--- src/rtl/cordic_pkg.sv ---
// cordic_pkg: shared types for the CORDIC sequencer.
//   - state_e : sequencer states (QUAD is only reachable when the
//               CORDIC_CTRL_QUAD_EN macro is defined)
//   - STATE_W : state register width
//   - MODE_ROT / MODE_VEC : encodings of the operating-mode bit
package cordic_pkg;

  localparam int STATE_W = 3;

  typedef enum logic [STATE_W-1:0] {
    S_IDLE = 3'd0,
    S_LOAD = 3'd1,
    S_QUAD = 3'd2,
    S_ITER = 3'd3,
    S_DONE = 3'd4
  } state_e;

  localparam logic MODE_ROT = 1'b0;
  localparam logic MODE_VEC = 1'b1;

endpackage

--- src/rtl/cordic_iter_cnt.sv ---
// cordic_iter_cnt: micro-rotation index counter.
//   clk, rst : clock, synchronous active-high reset
//   clr_i    : force count to 0 (takes priority over en_i)
//   en_i     : advance one step; wraps to 0 after the last index
//   cnt_o    : current iteration index
//   tc_o     : terminal count, high when cnt_o == n_iterations-1
module cordic_iter_cnt #(
  parameter int n_iterations = 15
) (
  input  logic                            clk,
  input  logic                            rst,
  input  logic                            clr_i,
  input  logic                            en_i,
  output logic [$clog2(n_iterations)-1:0] cnt_o,
  output logic                            tc_o
);

  localparam int CW = $clog2(n_iterations);
  localparam logic [CW-1:0] LAST = CW'(n_iterations - 1);

  logic [CW-1:0] cnt_q, cnt_d;

  assign tc_o  = (cnt_q == LAST);
  assign cnt_o = cnt_q;

  // Wrapping at the terminal count both clears the counter for the next
  // operation and guarantees it never runs past the LUT depth.
  always_comb begin
    cnt_d = cnt_q;
    if (clr_i)     cnt_d = '0;
    else if (en_i) cnt_d = tc_o ? '0 : cnt_q + CW'(1);
  end

  always_ff @(posedge clk) begin
    if (rst) cnt_q <= '0;
    else     cnt_q <= cnt_d;
  end

endmodule

--- src/rtl/cordic_ctrl.sv ---
// cordic_ctrl: sequencer for the iterative CORDIC datapath.
// Optional feature macro: CORDIC_CTRL_QUAD_EN (adds QUAD state and the
// quad_corr port for a +/-90 degree pre-rotation cycle).
// Ports:
//   clk, rst   : clock, synchronous active-high reset
//   start      : operation request, only accepted in IDLE
//   mode       : 0 rotation / 1 vectoring, sampled with start
//   busy       : state != IDLE
//   load       : one-cycle datapath load pulse
//   iter_en    : one micro-rotation this cycle
//   lut_raddr  : iteration index (LUT address / shift amount), 0 outside ITER
//   mode_q     : mode latched at the accepted start
//   done       : one-cycle completion pulse
//   quad_corr  : one-cycle pre-rotation pulse (macro builds only)
// All outputs decode registered state; start has no combinational path out.
module cordic_ctrl
  import cordic_pkg::*;
#(
  parameter int DATA_WIDTH   = 16,
  parameter int n_iterations = 15
) (
  input  logic                            clk,
  input  logic                            rst,
  input  logic                            start,
  input  logic                            mode,
  output logic                            busy,
  output logic                            load,
  output logic                            iter_en,
  output logic [$clog2(n_iterations)-1:0] lut_raddr,
  output logic                            mode_q,
`ifdef CORDIC_CTRL_QUAD_EN
  output logic                            quad_corr,
`endif
  output logic                            done
);

  localparam int CW = $clog2(n_iterations);

  // DATA_WIDTH is carried for the wrapper only; sanity-check parameters.
  generate
    if (DATA_WIDTH < 1 || n_iterations < 2) begin : g_bad_param
      $error("cordic_ctrl: DATA_WIDTH must be >= 1 and n_iterations >= 2");
    end
  endgenerate

  state_e        state_q, state_d;
  logic          mode_lat_q, mode_lat_d;
  logic [CW-1:0] cnt;
  logic          cnt_tc;

  cordic_iter_cnt #(.n_iterations(n_iterations)) u_cnt (
    .clk   (clk),
    .rst   (rst),
    .clr_i (state_q == S_LOAD),
    .en_i  (state_q == S_ITER),
    .cnt_o (cnt),
    .tc_o  (cnt_tc)
  );

  // State and latched mode register
  always_ff @(posedge clk) begin
    if (rst) begin
      state_q    <= S_IDLE;
      mode_lat_q <= MODE_ROT;
    end else begin
      state_q    <= state_d;
      mode_lat_q <= mode_lat_d;
    end
  end

  // Next-state logic; start/mode are only looked at in IDLE
  always_comb begin
    state_d    = state_q;
    mode_lat_d = mode_lat_q;
    case (state_q)
      S_IDLE: if (start) begin
        state_d    = S_LOAD;
        mode_lat_d = mode;
      end
`ifdef CORDIC_CTRL_QUAD_EN
      S_LOAD: state_d = S_QUAD;
      S_QUAD: state_d = S_ITER;
`else
      S_LOAD: state_d = S_ITER;
`endif
      S_ITER: if (cnt_tc) state_d = S_DONE;
      S_DONE: state_d = S_IDLE;
      default: state_d = S_IDLE;
    endcase
  end

  // Output decode
  always_comb begin
    busy      = (state_q != S_IDLE);
    load      = (state_q == S_LOAD);
    iter_en   = (state_q == S_ITER);
    done      = (state_q == S_DONE);
    lut_raddr = (state_q == S_ITER) ? cnt : '0;
    mode_q    = mode_lat_q;
`ifdef CORDIC_CTRL_QUAD_EN
    quad_corr = (state_q == S_QUAD);
`endif
  end

endmodule

--- config.mk ---
export PLATFORM = sky130hd
export DESIGN_NAME = cordic_ctrl
export DESIGN_NICKNAME = d
export VERILOG_FILES = /design/src/rtl/cordic_pkg.sv /design/src/rtl/cordic_iter_cnt.sv /design/src/rtl/cordic_ctrl.sv
export SDC_FILE = /design/constraint.sdc
export NUM_CORES = 1
export LEC_CHECK = 0
export CORE_AREA = 3 3 40 42
export CTS_CLUSTER_SIZE = 14
export DETAILED_ROUTE_END_ITERATION = 6
export DIE_AREA = 0 0 43 45
export PLACE_DENSITY = 0.58
export SLEW_MARGIN = 0
export SYNTH_ARGS = -nofsm -noshare
export SYNTH_HDL_FRONTEND = slang
export SYNTH_SLANG_ARGS = --single-unit
export TNS_END_PERCENT = 10
--- constraint.sdc ---
create_clock -name clk -period 1.3 [get_ports clk]
set_input_delay 0.195 -clock clk [delete_from_list [all_inputs] [get_ports clk]]
set_output_delay 0.195 -clock clk [all_outputs]
set_load 0.01 [all_outputs]
; ---- After elaboration in Yosys (flattened, before gate mapping)
; Cells that the tools add are included.
[word_totals]
ff_bits = 8
input_bits = 4
out_inout_bits = 9
word_cells = 20
[op_classes]
addsub = 1
n_eq_ne = 6
muxes = 5
n_reduce_logical = 5
[ops]
columns = cell, n
row1 = 3-bit case mux with 3 select lines, 1
row2 = 4-bit 2-to-1 mux, 2
row3 = 3-bit 2-to-1 mux, 2
row4 = "4-bit by 1-bit adder with 4-bit output, second input constant", 1
row5 = "4-bit == test, second input constant", 1
row6 = 2-bit AND reduction, 2
row7 = "3-bit by 1-bit == test with 1-bit output, second input constant", 1
row8 = "3-bit by 2-bit == test with 1-bit output, second input constant", 1
row9 = "3-bit == test, second input constant", 1
row10 = 3-bit logical NOT, 1
row11 = 3-bit nonzero test, 1
row12 = "2-bit by 1-bit inequality test with 1-bit output, second input constant", 1
row13 = "2-bit inequality test, second input constant", 1
row14 = 2-bit OR reduction, 1

; ---- Depth between registers and ports, before layout
; Gate-level depths: netlist of the first run.
[logic_depth]
depth_word = 3
mapped_depth = 4
mapped_depth_nobuf = 4

; ---- Cells and area by module
; A second synthesis of the first run with hierarchy kept.
[hier_totals]
hier_cells = 43
area_unflattened_um2 = 406.6
[by_module_without_submodules]
columns = mod, n_inst, cells_per_inst, area_each_um2, seq_area_each_um2
row1 = cordic_ctrl, 1, 23, 212.7, 80.1
row2 = cordic_iter_cnt, 1, 20, 193.9, 80.1

; ---- Worst setup path after synthesis of the first run
; OpenSTA, ideal clock, no wires.
[synth_timing]
path_kind = flip-flop to flip-flop
start = register state_q[0]
end = register u_cnt.cnt_q[0], in the netlist u_cnt.cnt_o[0]
setup_ps = 121
arrival_ps = 1108
t_required_ps = 1179
path_slack_ps = 71
stages_incl_launch_ff = 4
path_buffers = 0
synth_period_minus_slack_ps = 1229
path_cell_list = dfxtp_1 > nor3b_1 > or2_2 > nor3_1
[synth_via]
elab_chain_cells = 2
word_cells_on_any_way = 3
cone_classes = 2 x eq/ne / 1 x reduce/logical
[synth_rtl]
columns = item, line_no
row1 = from (decl), cordic_ctrl.sv:46  ; state_e state_q, state_d;
row2 = from (signal assigned), cordic_ctrl.sv:66  ; state_q <= state_d;
row3 = 3-bit by 1-bit == test with 1-bit output, n/a
row4 = named net load, cordic_ctrl.sv:27  ; output logic load,
row5 = 2-bit OR reduction (no source line), n/a
row6 = to (signal assigned), cordic_iter_cnt.sv:36  ; else cnt_q <= cnt_d;
row7 = to (decl), cordic_iter_cnt.sv:21  ; logic [CW-1:0] cnt_q, cnt_d;
; The timed path passes the listed nets, and every way through them passes these cells.
; A chain may end at the register's enable or synchronous reset.

; ---- Worst setup path after layout of the first run
[layout_timing]
start = register state_q[2]
end = register u_cnt.cnt_q[3], in the netlist u_cnt.cnt_o[3]
[layout_via]
elab_chain_cells = 2
word_cells_on_any_way = 3
cone_classes = 2 x eq/ne / 1 x reduce/logical
[layout_rtl]
columns = item, line_no
row1 = 3-bit by 1-bit == test with 1-bit output, cordic_ctrl.sv:54  ; .clr_i (state_q == S_LOAD),
row2 = 2-bit OR reduction (no source line), n/a
; Several ways; a longest one is shown, not always the timed one.

==> results.sh, run 1 <==
export IMPL_seqPwrFrac_pct=47.8
export IMPL_wl_per_cell_um=11.1
export IMPL_synth_cell_types=21
export IMPL_grt_pass1_wl_mm=1.70
export IMPL_crit_arrival_ns=1.50
export IMPL_pwr_share_clk_pct=34.2
export IMPL_ff2ff_setup_slack_ns=-0.02
export IMPL_fin_crit_sh_pct=101
export IMPL_path_class="flip-flop to flip-flop"
export IMPL_die_h_um=45
export IMPL_final_fill_count=114
export IMPL_peakVddDrop_uv=460
export IMPL_numClockSinks=8
export IMPL_slew_viol_final=0
export IMPL_first_global_vias=414
export IMPL_grt_ovfl_total=0
export IMPL_grt_setup_unrepaired="true"
export IMPL_p_comb_share_pct=18.0
export IMPL_io_buffer_count=12
export IMPL_synthTopCellsByArea="dfxtp_1 42%, a21oi_1 7.9%, and2_1 6.6%"
export IMPL_antenna_found_initial=0
export IMPL_async_flop_share_pct=0
export IMPL_hold_ws_ns=0.492
export IMPL_timing_final_ws_setup_ns=-0.0159
export IMPL_cts_hold_buf=0
export IMPL_drt_iter0_drc=1
export IMPL_dp_cells=81
export IMPL_yosysMostFrequentCell="dfxtp_1"
export IMPL_synthesis_nets=46
export IMPL_chipWidth_um=43
export IMPL_maxCapViolations=0
export IMPL_cts_tree="yes"
export IMPL_worst_pin_slew_ns=0.265
export IMPL_synth_top_area_share_pct=42.4
export IMPL_fin_cells=88
export IMPL_initial_utilization_pct=29.4
export IMPL_synthTopCellsByCount="8 x dfxtp_1, 6 x a21oi_1, 4 x and2_1, 4 x nor2_1"
export IMPL_dr_pass1_iters=2
export IMPL_synth_edf_count=0
export IMPL_multiInputGateArea_um2=246
export IMPL_path_clk_slew_ns=0.05
export IMPL_dpl_worst_slack_ns=-0.212
export IMPL_fin_worst_skew_ns=0.00165
export IMPL_cts_buffers=3
export IMPL_ant_nets=0
export IMPL_cts_root_buf="clkbuf_4"
export IMPL_p_int_uw=418
export IMPL_synth_seq_cells=8
export IMPL_syn_area_um2=378
export IMPL_yosysSeqAreaShare_pct=42.4
export IMPL_place_gp_congestion=0.769
export IMPL_endpoint_kind="flip-flop"
export IMPL_cts_max_level=1
export IMPL_area_growth_pct=89.4
export IMPL_synth_largest_area_cell="dfxtp_1"
export IMPL_cts_max_path_buffers=2
export IMPL_io_pins=13
export IMPL_num_vias=426
export IMPL_drive_gt1_share_pct=56.2
export IMPL_max_clock_freq_mhz=760
export IMPL_final_seq_area_um2=171
export IMPL_violations="negative setup slack"
export IMPL_clk_latency_ns=0.25
export IMPL_outcome="finished, violations left"
export IMPL_setup_violations=4
export IMPL_fin_nets=79
export IMPL_core_area_um2=1280
export IMPL_synth_flop_cell="dfxtp_1"
export IMPL_start_kind="flip-flop"
export IMPL_synth_warnings=0
export IMPL_layout_min_cycle_time_ns=1.32
export IMPL_grt_total_usage_pct=12.2
export IMPL_avgViaCountPerCell=4.84
export IMPL_diodes=0
export IMPL_max_slew_margin_pct=82.2
export IMPL_netSwitchingPower_uw=130
export IMPL_crit_required_ns=1.49
export IMPL_drc=0
export IMPL_dieArea_um2=1940
export IMPL_crit_fanout=5
export IMPL_hold_viol_final=0
export IMPL_drt_total_wl_um=978
export IMPL_p_per_area_nw_per_um2=766
export IMPL_p_leak_uw=0.000322
export IMPL_syn_avg_cell_area_um2=9.00
export IMPL_swShare_pct=23.7
export IMPL_synth_cells=42
export IMPL_grt_max_degree=8
export IMPL_place_hpwl_um=706
export IMPL_core_rowCount=13
export IMPL_hp_class="flip-flop to flip-flop"
-- state kept, by name, indices dropped and copies added (netlist names) --
| signal | flops |
|---|---|
| state_q | 3 |
| mode_q | 1 |
| u_cnt.cnt_o | 4 |
-- metal layers --
layer	up-vias	GRT usage, %	wire, um	part of all wire (%)
li1	217	-	-	-
met1	200	12.6	429	44
met2	7	21.0	494	51
met3	2	4.78	41	4.2
met4	0	7.23	12	1.2
met5	-	0	0	0
-- path summary, 6_finish.rpt --
check | endpoint | start | cells past startpoint
setup / recovery | u_cnt.cnt_o[3]$_SDFFE_PP0N_ | state_q[2]$_SDFFE_PP0P_ | 4
hold / removal | mode_q$_SDFFE_PP0P_ | mode_q$_SDFFE_PP0P_ | 2
setup reg to reg | u_cnt.cnt_o[3]$_SDFFE_PP0N_ | state_q[2]$_SDFFE_PP0P_ | 4
hold reg to reg | mode_q$_SDFFE_PP0P_ | mode_q$_SDFFE_PP0P_ | 2
-- layout make-up --
class                   instances  share of cell area (%)
repair buffers                 28                    34.4
well taps                      15                    2.62
inverters                       2                    1.40
clock buffers                   3                    3.15
multi-input cells              32                    34.4
flip-flops and latches          8                    24.0
-- cells in the final DEF, fill, tap and decap left out --
master / netlist / layout
buf_4: 0 / 15
nand3b_4: 1 / 1
nor4b_2: 0 / 1
nor3b_4: 0 / 1
a211oi_1: 2 / 1
a31oi_1: 1 / 1
a211oi_2: 0 / 1
clkdlybuf4s50_1: 0 / 3
or4b_1: 1 / 1
nor2_1: 4 / 4
o21a_1: 1 / 1
buf_6: 0 / 7
clkdlybuf4s15_2: 0 / 1
inv_4: 0 / 1
inv_1: 1 / 1
nor3_1: 2 / 2
a21oi_1: 6 / 6
o21ai_0: 1 / 1
or3_4: 0 / 1
nor3b_1: 2 / 1
nand2_1: 1 / 1
dfxtp_4: 0 / 3
and2_4: 0 / 4
dfxtp_1: 8 / 5
clkbuf_4: 0 / 3
dlygate4sd2_1: 0 / 1
nor4_1: 1 / 1
buf_2: 0 / 1
or2_2: 1 / 1
nand4b_1: 1 / 1
mux2i_1: 1 / 1
-- worst max-delay path, cell delays in order (launching register included) --
cell      delay, ns
dfxtp_4        0.36
nand3b_4       0.17
buf_6          0.13
or4b_1         0.46
a21oi_1        0.14
-- per-stage QoR --
stage	total power [uW]	TNS [ns]	util, %	instance area [um2]
after floorplan	302	0	-	378
after global placement	355	-1.48	47.2	607
after detailed placement	356	-1.58	47.2	607
after CTS	550	-0.142	50.5	649
after global routing	586	-0.413	55.7	716
final	548	-0.0330	55.7	716
-- cells by family after synthesis --
kind of cell    Yosys count  share of synthesized area (%)
simple gates             20                           36.1
compound gates           11                           16.9
flops                     8                           42.4
buf+inv                   2                           1.98
mux                       1                           2.65
-- timing repair --
action,4_1_cts,5_1_grt
gates resized for setup,44,12
endpoints found under the setup margin,10,11
setup buffers,1,3
pin swaps,2,4
-- power by group through the flow --
stage | logic, uW | clock network, uW | registers [uW]
2_1_floorplan | 32.6 | 0 | 269
3_3_place_gp | 88.1 | 0 | 267
3_5_place_dp | 88.5 | 0 | 268
4_1_cts | 93.6 | 194 | 263
5_1_grt | 109 | 214 | 263
6_report | 98.8 | 187 | 262
No activity file was read; power rests on OpenSTA's default activity.
==> run 2: changes to the inputs <==
CORE_AREA = 2 2 39 41   (was 3 3 40 42)
DIE_AREA = 0 0 41 43   (was 0 0 43 45)
MAX_ROUTING_LAYER = met4   (was default)
==> run 2 against run 1 <==
Effect of this change: the flow still finishes with violations (negative setup slack); sequential power is essentially flat; non-clock buffer count shrank 5; clock skew grew 0.0014 ns; worst hold slack lost 0.028 ns; wire length shrank 4.1%; global-route usage grew 0.52 points.
==> results.sh, run 2 (synthesis gave the netlist of run 1 again) <==
export IMPL_largest_reg_flops=4
export IMPL_grt_use_met1_pct=16.6
export IMPL_grt_setup_unrepaired="true"
export IMPL_ant_nets=0
export IMPL_cts_max_level=1
export IMPL_die_h_um=43
export IMPL_timing_final_ws_setup_ns=-0.0680
export IMPL_antenna_found_initial=0
export IMPL_crit_required_ns=1.50
export IMPL_diodes=0
export IMPL_top_usage_layer="met1"
export IMPL_cts_hold_buf=0
export IMPL_place_hpwl_um=704
export IMPL_endpoint_kind="flip-flop"
export IMPL_first_global_vias=329
export IMPL_path_clk_slew_ns=0.06
export IMPL_wl_per_cell_um=11.2
export IMPL_cts_tree="yes"
export IMPL_cts_buffers=3
export IMPL_io_buffer_count=12
export IMPL_slew_viol_final=0
export IMPL_violations="negative setup slack"
export IMPL_start_kind="flip-flop"
export IMPL_avgViaCountPerCell=4.68
export IMPL_initial_utilization_pct=27.3
export IMPL_hp_class="flip-flop to flip-flop"
export IMPL_use_met2_pct=15.0
export IMPL_fin_nets=74
export IMPL_fin_worst_skew_ns=0.00309
export IMPL_cts_setup_buffers=0
export IMPL_peakVddDrop_uv=369
export IMPL_setup_violations=5
export IMPL_area_growth_pct=68.5
export IMPL_grt_total_usage_pct=12.7
export IMPL_dr_pass1_iters=4
export IMPL_maxCapViolations=0
export IMPL_core_area_um2=1380
export IMPL_crit_fanout=6
export IMPL_grt_max_degree=8
export IMPL_core_rowCount=14
export IMPL_dpl_worst_slack_ns=-0.212
export IMPL_final_fill_count=149
export IMPL_p_per_area_nw_per_um2=863
export IMPL_cts_root_buf="clkbuf_4"
export IMPL_dieArea_um2=1760
export IMPL_crit_arrival_ns=1.56
export IMPL_numClockSinks=8
export IMPL_drc=0
export IMPL_mostFrequentLayoutCells="10 x buf_4, 5 x a21oi_1, 5 x dfxtp_1"
export IMPL_io_pins=13
export IMPL_max_slew_margin_pct=76.0
export IMPL_cts_max_path_buffers=2
export IMPL_path_class="flip-flop to flip-flop"
export IMPL_clk_latency_ns=0.26
export IMPL_place_gp_congestion=0.712
export IMPL_drive_gt1_share_pct=50.0
export IMPL_drt_iter0_drc=4
export IMPL_final_area_um2=637
export IMPL_max_clock_freq_mhz=731
export IMPL_layout_min_cycle_time_ns=1.37
export IMPL_drt_total_wl_um=938
export IMPL_outcome="finished, violations left"
export IMPL_worst_pin_slew_ns=0.356
export IMPL_grt_ovfl_total=0
export IMPL_use_met3_pct=1.57
export IMPL_grt_pass1_wl_mm=1.39
export IMPL_postPlaceCellArea_um2=601
export IMPL_p_leak_uw=0.000292
export IMPL_fin_crit_sh_pct=105
export IMPL_num_vias=393
export IMPL_final_common_cell="buf_4"
export IMPL_fin_cells=84
export IMPL_dp_cells=81
export IMPL_chipWidth_um=41
export IMPL_hold_viol_final=0
run 2: cell types whose count changed in the layout (fill, tap and decap cells not counted), sizes merged:
cell | previous run | this run
clkbuf | 3 | 4
buf | 23 | 18
clkdlybuf4s15 | 1 | 0
run 2: final timing paths:
check / start / cells after the start / endpoint / slack (ns)
min: state_q[2]$_SDFFE_PP0P_ / 1 / state_q[0]$_SDFFE_PP0P_ / 0.46
min reg2reg: state_q[2]$_SDFFE_PP0P_ / 1 / state_q[0]$_SDFFE_PP0P_ / 0.46
max reg2reg: state_q[2]$_SDFFE_PP0P_ / 4 / u_cnt.cnt_o[3]$_SDFFE_PP0N_ / -0.07
max: state_q[2]$_SDFFE_PP0P_ / 4 / u_cnt.cnt_o[3]$_SDFFE_PP0N_ / -0.07
run 2: power breakdown:
| group | switching [uW] | leakage [uW] | internal, uW |
|---|---|---|---|
| Sequential | 9.26 | 0.0000668 | 251 |
| Combinational | 36.3 | 0.000211 | 53.3 |
| Clock | 93.3 | 0.0000138 | 106 |
run 2: stage by stage:
stage | utilization (%) | total power (uW) | hold WS [ns] | setup TNS, ns
floorplan | - | 302 | 0.267 | 0
global placement | 43.4 | 355 | 0.486 | -1.36
detailed placement | 43.4 | 356 | 0.490 | -1.43
CTS | 46.0 | 560 | 0.468 | -0.114
global route | 46.0 | 582 | 0.481 | -0.408
finish | 46.0 | 550 | 0.464 | -0.105
run 2: layout make-up:
type / count / area [um2] / share of cell area (%)
Multi-Input combinational cell: 32 / 231 / 36.3
Inverter: 2 / 10.0 / 1.57
Clock buffer: 3 / 22.5 / 3.54
Timing Repair Buffer: 23 / 184 / 28.9
Tap cell: 16 / 20.0 / 3.14
Sequential cell: 8 / 169 / 26.5
run 2: critical path, cell delays in order (launching register included):
cell	delay, ns
dfxtp_4	0.36
nand3b_4	0.18
buf_6	0.13
or4b_4	0.51
a21oi_2	0.14
run 2: per-layer routing:
metal | wire [um] | vias to the layer above
li1 | - | 206
met1 | 445 | 177
met2 | 443 | 8
met3 | 26 | 2
met4 | 24 | 0
met5 | 0 | -
run 2: timing repair:
| action | 4_1_cts | 5_1_grt |
|---|---|---|
| endpoints found under the setup margin | 10 | 9 |
| gates resized for setup | 43 | 5 |
| gates cloned | 0 | 0 |
| pin swaps | 4 | 1 |
| hold endpoints to repair | 0 | 0 |
==> run 3: changes to the inputs <==
SETUP_SLACK_MARGIN = 0.02   (was default)
clock period = 1.7 ns   (was 1.3 ns; I/O delays follow)
==> run 3 against run 2 <==
Effect of this change: the run now ends clean; clock-buffer cell count stayed put; wire length down 10%; clock skew rose by 0.0017 ns; sequential power shrank 22%; setup slack better by 0.16 ns; critical endpoint is now busy; first-iteration DRC count down 25%; highest routed layer unchanged; clock power shrank 27%; largest cell class unchanged; core utilization fell by 5.5 points.
==> results.sh, run 3 (synthesis gave the netlist of run 1 again) <==
export IMPL_maxCapViolations=0
export IMPL_place_gp_congestion=0.711
export IMPL_crit_required_ns=1.44
export IMPL_p_leak_uw=0.000265
export IMPL_fin_setup_tns_ns=0
export IMPL_hp_class="flip-flop to flip-flop"
export IMPL_core_rowCount=14
export IMPL_cts_root_buf="clkbuf_4"
export IMPL_first_global_vias=332
export IMPL_dr_pass1_iters=4
export IMPL_cts_buffers=3
export IMPL_cts_hold_buf=0
export IMPL_ant_nets=0
export IMPL_crit_arrival_ns=1.35
export IMPL_largest_reg_flops=4
export IMPL_pwr_share_clk_pct=36.4
export IMPL_drt_iter0_drc=3
export IMPL_start_kind="flip-flop"
export IMPL_crit_buf_inv=1
export IMPL_swShare_pct=24.2
export IMPL_critical_path_slowest_cell="or3_2"
export IMPL_core_area_um2=1380
export IMPL_path_delay_family="simple AND/OR/NAND/NOR gates"
export IMPL_grt_max_degree=10
export IMPL_setup_violations=0
export IMPL_drc=0
export IMPL_wl_per_cell_um=11.2
export IMPL_final_common_cell="dlygate4sd2_1"
export IMPL_drt_total_wl_um=841
export IMPL_io_pins=13
export IMPL_worst_pin_slew_ns=0.394
export IMPL_hold_viol_final=0
export IMPL_outcome="completed"
export IMPL_clk_latency_ns=0.25
export IMPL_numClockSinks=8
export IMPL_peakVddDrop_uv=361
export IMPL_fin_crit_sh_pct=94.7
export IMPL_cpPeakStageDelay_ns=0.47
export IMPL_grt_total_usage_pct=12.2
export IMPL_avgViaCountPerCell=5.07
export IMPL_slew_viol_final=0
export IMPL_area_growth_pct=48.3
export IMPL_mostFrequentLayoutCells="7 x dlygate4sd2_1, 6 x a21oi_1, 5 x dfxtp_1"
export IMPL_dieArea_um2=1760
export IMPL_antenna_found_initial=0
export IMPL_p_int_uw=306
export IMPL_fin_nets=65
export IMPL_path_class="flip-flop to output port"
export IMPL_io_buffer_count=12
export IMPL_initial_utilization_pct=27.3
export IMPL_cts_max_level=1
export IMPL_max_clock_freq_mhz=621
export IMPL_cts_tree="yes"
export IMPL_drive_gt1_share_pct=22.0
export IMPL_dp_cells=72
export IMPL_p_per_area_nw_per_um2=721
export IMPL_fin_worst_skew_ns=0.00478
export IMPL_num_vias=380
export IMPL_die_h_um=43
export IMPL_path_cells="or3_2 -> dlygate4sd2_1"
export IMPL_path_clk_slew_ns=0.05
export IMPL_seqPwrFrac_pct=50.4
export IMPL_fin_cells=75
export IMPL_max_slew_margin_pct=73.4
export IMPL_grt_ovfl_total=0
export IMPL_layout_min_cycle_time_ns=1.61
export IMPL_p_comb_share_pct=13.2
export IMPL_endpoint_kind="output port"
export IMPL_final_fill_count=146
export IMPL_grt_setup_unrepaired="false"
export IMPL_chipWidth_um=41
export IMPL_crit_fanout=6
export IMPL_grt_pass1_wl_mm=1.44
export IMPL_diodes=0
export IMPL_cts_max_path_buffers=2
export IMPL_netSwitchingPower_uw=97.9
run 3: power by group through the flow:
stage	Sequential [uW]	Combinational (uW)	Clock (uW)
floorplan	206	24.9	0
finish	203	53.5	147
CTS	203	54.4	151
detailed placement	206	57.2	0
global placement	206	57.5	0
global route	205	59.1	162
run 3: through the flow:
stage | power, uW | hold WS (ns) | util [%] | setup WS (ns) | cell area [um2]
after CTS | 409 | 0.475 | 40.3 | 0.0615 | 558
after global routing | 426 | 0.515 | 40.5 | 0.0501 | 561
after global placement | 263 | 0.487 | 38.5 | 0.0750 | 533
after detailed placement | 263 | 0.487 | 38.5 | 0.0605 | 533
after floorplan | 231 | 0.327 | - | 0.471 | 378
final | 404 | 0.479 | 40.5 | 0.0905 | 561
run 3: layout make-up:
type	count	area, um2	area share [%]
repair buffers	14	129	23.0
well taps	16	20.0	3.57
flip-flops and latches	8	164	29.2
inverters	2	10.0	1.79
clock buffers	3	22.5	4.02
multi-input cells	32	215	38.4
run 3: path summary, 6_finish.rpt:
path                                 from                          end  slack, ns  depth (start not counted)
setup / recovery  state_q[0]$_SDFFE_PP0P_                         busy       0.09                          2
hold / removal    state_q[2]$_SDFFE_PP0P_      state_q[0]$_SDFFE_PP0P_       0.48                          1
setup reg to reg  state_q[2]$_SDFFE_PP0P_  u_cnt.cnt_o[3]$_SDFFE_PP0N_       0.45                          3
hold reg to reg   state_q[2]$_SDFFE_PP0P_      state_q[0]$_SDFFE_PP0P_       0.48                          1
run 3: metal layers:
metal | vias up | share of wire, % | global-route usage [%]
met5 | - | 0 | -
met4 | 0 | 0.95 | 8.00
met3 | 2 | 1.9 | 1.57
met2 | 4 | 51 | 15.0
met1 | 183 | 46 | 17.8
li1 | 191 | - | -
run 3: timing repair:
action | 4_1_cts | 5_1_grt
buffers inserted | 0 | 0
hold endpoints to repair | 0 | 0
gates resized for setup | 12 | 1
endpoints found under the setup margin | 8 | 1
run 3: worst reg2reg max path, cell delays in order (launching register included):
cell      delay [ns]
dfxtp_2         0.34
nand3b_4        0.19
or4b_1          0.51
a21oi_1         0.14
==> RTL edit (settings of run 2) <==
Build with the macro `CORDIC_CTRL_QUAD_EN` defined.
--- a/src/rtl/cordic_ctrl.sv
+++ b/src/rtl/cordic_ctrl.sv
@@ -13,6 +13,8 @@
 //   done       : one-cycle completion pulse
 //   quad_corr  : one-cycle pre-rotation pulse (macro builds only)
 // All outputs decode registered state; start has no combinational path out.
+`define CORDIC_CTRL_QUAD_EN
+
 module cordic_ctrl
   import cordic_pkg::*;
 #(
Check against the original RTL (old outputs only; new: quad_corr): not equivalent (a bounded check fails within 4 cycles, from zero or initial values and one cycle with rst high).
==> RTL edit against run 2 <==
Highest routed layer unchanged; final cell count is 8.3% higher; the flow still finishes with violations (setup timing); setup slack better by 0.024 ns; cell area is 12% higher; sequential cell count stayed put; synthesized area is 8.3% higher; routed wire length is 11% higher; total power is 9.8% higher; utilization is 5.7 points higher.
==> RTL edit: results (changes against run 2) <==
| Metric | Value |
|---|---|
| Via count of the first global-routing pass | 403 (+22%) |
| Number of buffer cells added on primary ports | 13 (+1) |
| Met3 layer usage reported by global route | 3.141% (+1.6 points) |
| Post-Route Setup TNS | -0.04429 ns (+0.06105 ns) |
| Via-to-Cell Ratio | 5.011 (+7.1%) |
| Peak VDD IR | 0.4994 mV (+35%) |
| Count of nets after finishing | 81 (+9.5%) |
| Min-Delay Endpoint | mode_q$_SDFFE_PP0P_ |
| Endpoint arrival time on the critical path | 1.53 ns (-0.03 ns) |
| Sum of net half-perimeters after detailed placement | 737.2 um (+4.8%) |
| Global Route met1 Usage | 16.13% (-0.48 points) |
| Minimum hold slack | 0.4887 ns (+0.02435 ns) |
| Yosys warnings | 0 (unchanged) |
| Leakage power | 0.3290 nW (+13%) |
| Hold Path Origin | mode_q$_SDFFE_PP0P_ |
| Post-synthesis mux area share | 2.446% (-0.20 points) |
| Cell count of the worst hold path | 2 (+1) |
| Delay contributed by the slowest stage of the critical path | 0.50 ns |
| Most frequent cells after synthesis | sky130_fd_sc_hd__dfxtp_1 (8), sky130_fd_sc_hd__and2_1 (5), sky130_fd_sc_hd__nor2_1 (5), sky130_fd_sc_hd__a21oi_1 (3), sky130_fd_sc_hd__nor3_1 (3) |
| Internal power of the cells | 0.4520 mW (+10%) |
| Syn nets | 49 (+6.5%) |
| Overall Global Routing Usage | 14.83% (+2.1 points) |
| Final weighted congestion of routability-driven global placement | 0.7296 (+2.4%) |
| Area contributors post-synth | sky130_fd_sc_hd__dfxtp_1 (39%), sky130_fd_sc_hd__and2_1 (7.6%), sky130_fd_sc_hd__nand3b_4 (4.9%), sky130_fd_sc_hd__nor2_1 (4.6%), sky130_fd_sc_hd__a21oi_1 (3.7%) |
| Global-route track usage on met2 | 21.88% (+6.9 points) |
| Status | finished with violations |
| Slew Limit Headroom | 84.99% (+9.0 points) |
| Standard cell area after detailed placement | 644.4 um^2 (+7.3%) |
| Failing checks | setup timing |
| Average wire length per cell after detail routing | 11.43 um (+2.3%) |
| Fraction of layout instances using a drive strength above 1 | 57.33% (+7.3 points) |
| Worst-case setup margin in the final layout | -0.04429 ns (+0.02370 ns) |
| Maximum net fanout on the critical path | 4 (-2) |
| Seq/Total Area, Yosys | 39.14% (-3.2 points) |
| Number of distinct library cell variants in the gate-level netlist after synthesis | 24 (+14%) |
| Most used routing layer in global routing | met2 |
| Violation count after the first detailed-route iteration | 7 (+3) |
| First-pass GRT wire length | 1649 um (+18%) |
| Number of setup violations in the final report | 1 (-4) |
| Post-synthesis compound-gate area fraction | 16.21% (-0.68 points) |
| Clock skew | 0.002594 ns (-0.0004939 ns) |
RTL edit: cell count changes after synthesis, sizes merged:
cell            run 2  this run
and2                4         5
buf                 0         1
nor2                4         5
nand2               1         2
a21oi               6         4
a2bb2oi             0         1
inv                 2         1
nor3                2         3
RTL edit: stage by stage:
stage / instances / worst slack [ns] / util (%)
5_1_grt: 91 / -0.06437 / 51.72
4_1_cts: 89 / -0.04233 / 48.10
3_5_place_dp: 85 / -0.2201 / 46.56
2_1_floorplan: 45 / 0.05049 / -
3_3_place_gp: 85 / -0.2380 / 46.56
6_report: 91 / -0.04429 / 51.72
RTL edit: worst max path at each step:
| stage | start | to | slack [ns] | cells past startpoint |
|---|---|---|---|---|
| after floorplan | state_q[1]$_SDFFE_PP0P_ | u_cnt.cnt_o[3]$_SDFFE_PP0N_ | 0.05 | 4 |
| after global placement | state_q[2]$_SDFFE_PP0P_ | lut_raddr[1] | -0.24 | 4 |
| after detailed placement | state_q[1]$_SDFFE_PP0P_ | lut_raddr[1] | -0.22 | 4 |
| after CTS | state_q[2]$_SDFFE_PP0P_ | u_cnt.cnt_o[3]$_SDFFE_PP0N_ | -0.04 | 4 |
| after global routing | state_q[2]$_SDFFE_PP0P_ | u_cnt.cnt_o[3]$_SDFFE_PP0N_ | -0.06 | 4 |
| final | state_q[2]$_SDFFE_PP0P_ | u_cnt.cnt_o[3]$_SDFFE_PP0N_ | -0.04 | 4 |
RTL edit: worst max-delay path: cells and delay by family, from the launching register on:
kind,cells,cell delay (ns)
AND/OR/NAND/NOR,2,0.67
buffers and inverters,1,0.13
AO/OA/AOI/OAI,1,0.14
flip-flops,1,0.34
RTL edit: power by group through the flow:
stage                     combinational, mW  clock [mW]  sequential [mW]
after CTS                             0.139       0.196            0.268
after detailed placement              0.138           0            0.271
after global placement                0.139           0            0.271
after global routing                  0.164       0.211            0.270
final                                 0.150       0.185            0.268
after floorplan                      0.0595           0            0.272
RTL edit: cell type report:
cell class,count,area [um^2]
fillers,138,668.1
multi-input cells,35,265.3
repair buffers,28,235.2
flip-flops and latches,8,166.4
clock buffers,3,22.52
well taps,16,20.02
inverters,1,6.256
RTL edit: logic make-up after synthesis:
| group | count (synthesis) |
|---|---|
| simple gates | 24 |
| mux | 1 |
| compound gates | 10 |
| flops | 8 |
| buf+inv | 2 |
RTL edit: routing by layer:
metal  routed length, um  part of all wire (%)  vias up
li1                    -                     -      224
met1                 447                    43      214
met2                 512                    49       14
met3                  53                   5.1        4
met4                  26                   2.5        0
met5                   0                     0        -
RTL edit: timing repair:
item / CTS / global route
buffers inserted: 1 / 2
cloned: 0 / 0
pin swaps: 0 / 2
setup endpoints to repair: 11 / 12
resized for setup: 50 / 7
hold buffers: 0 / 0
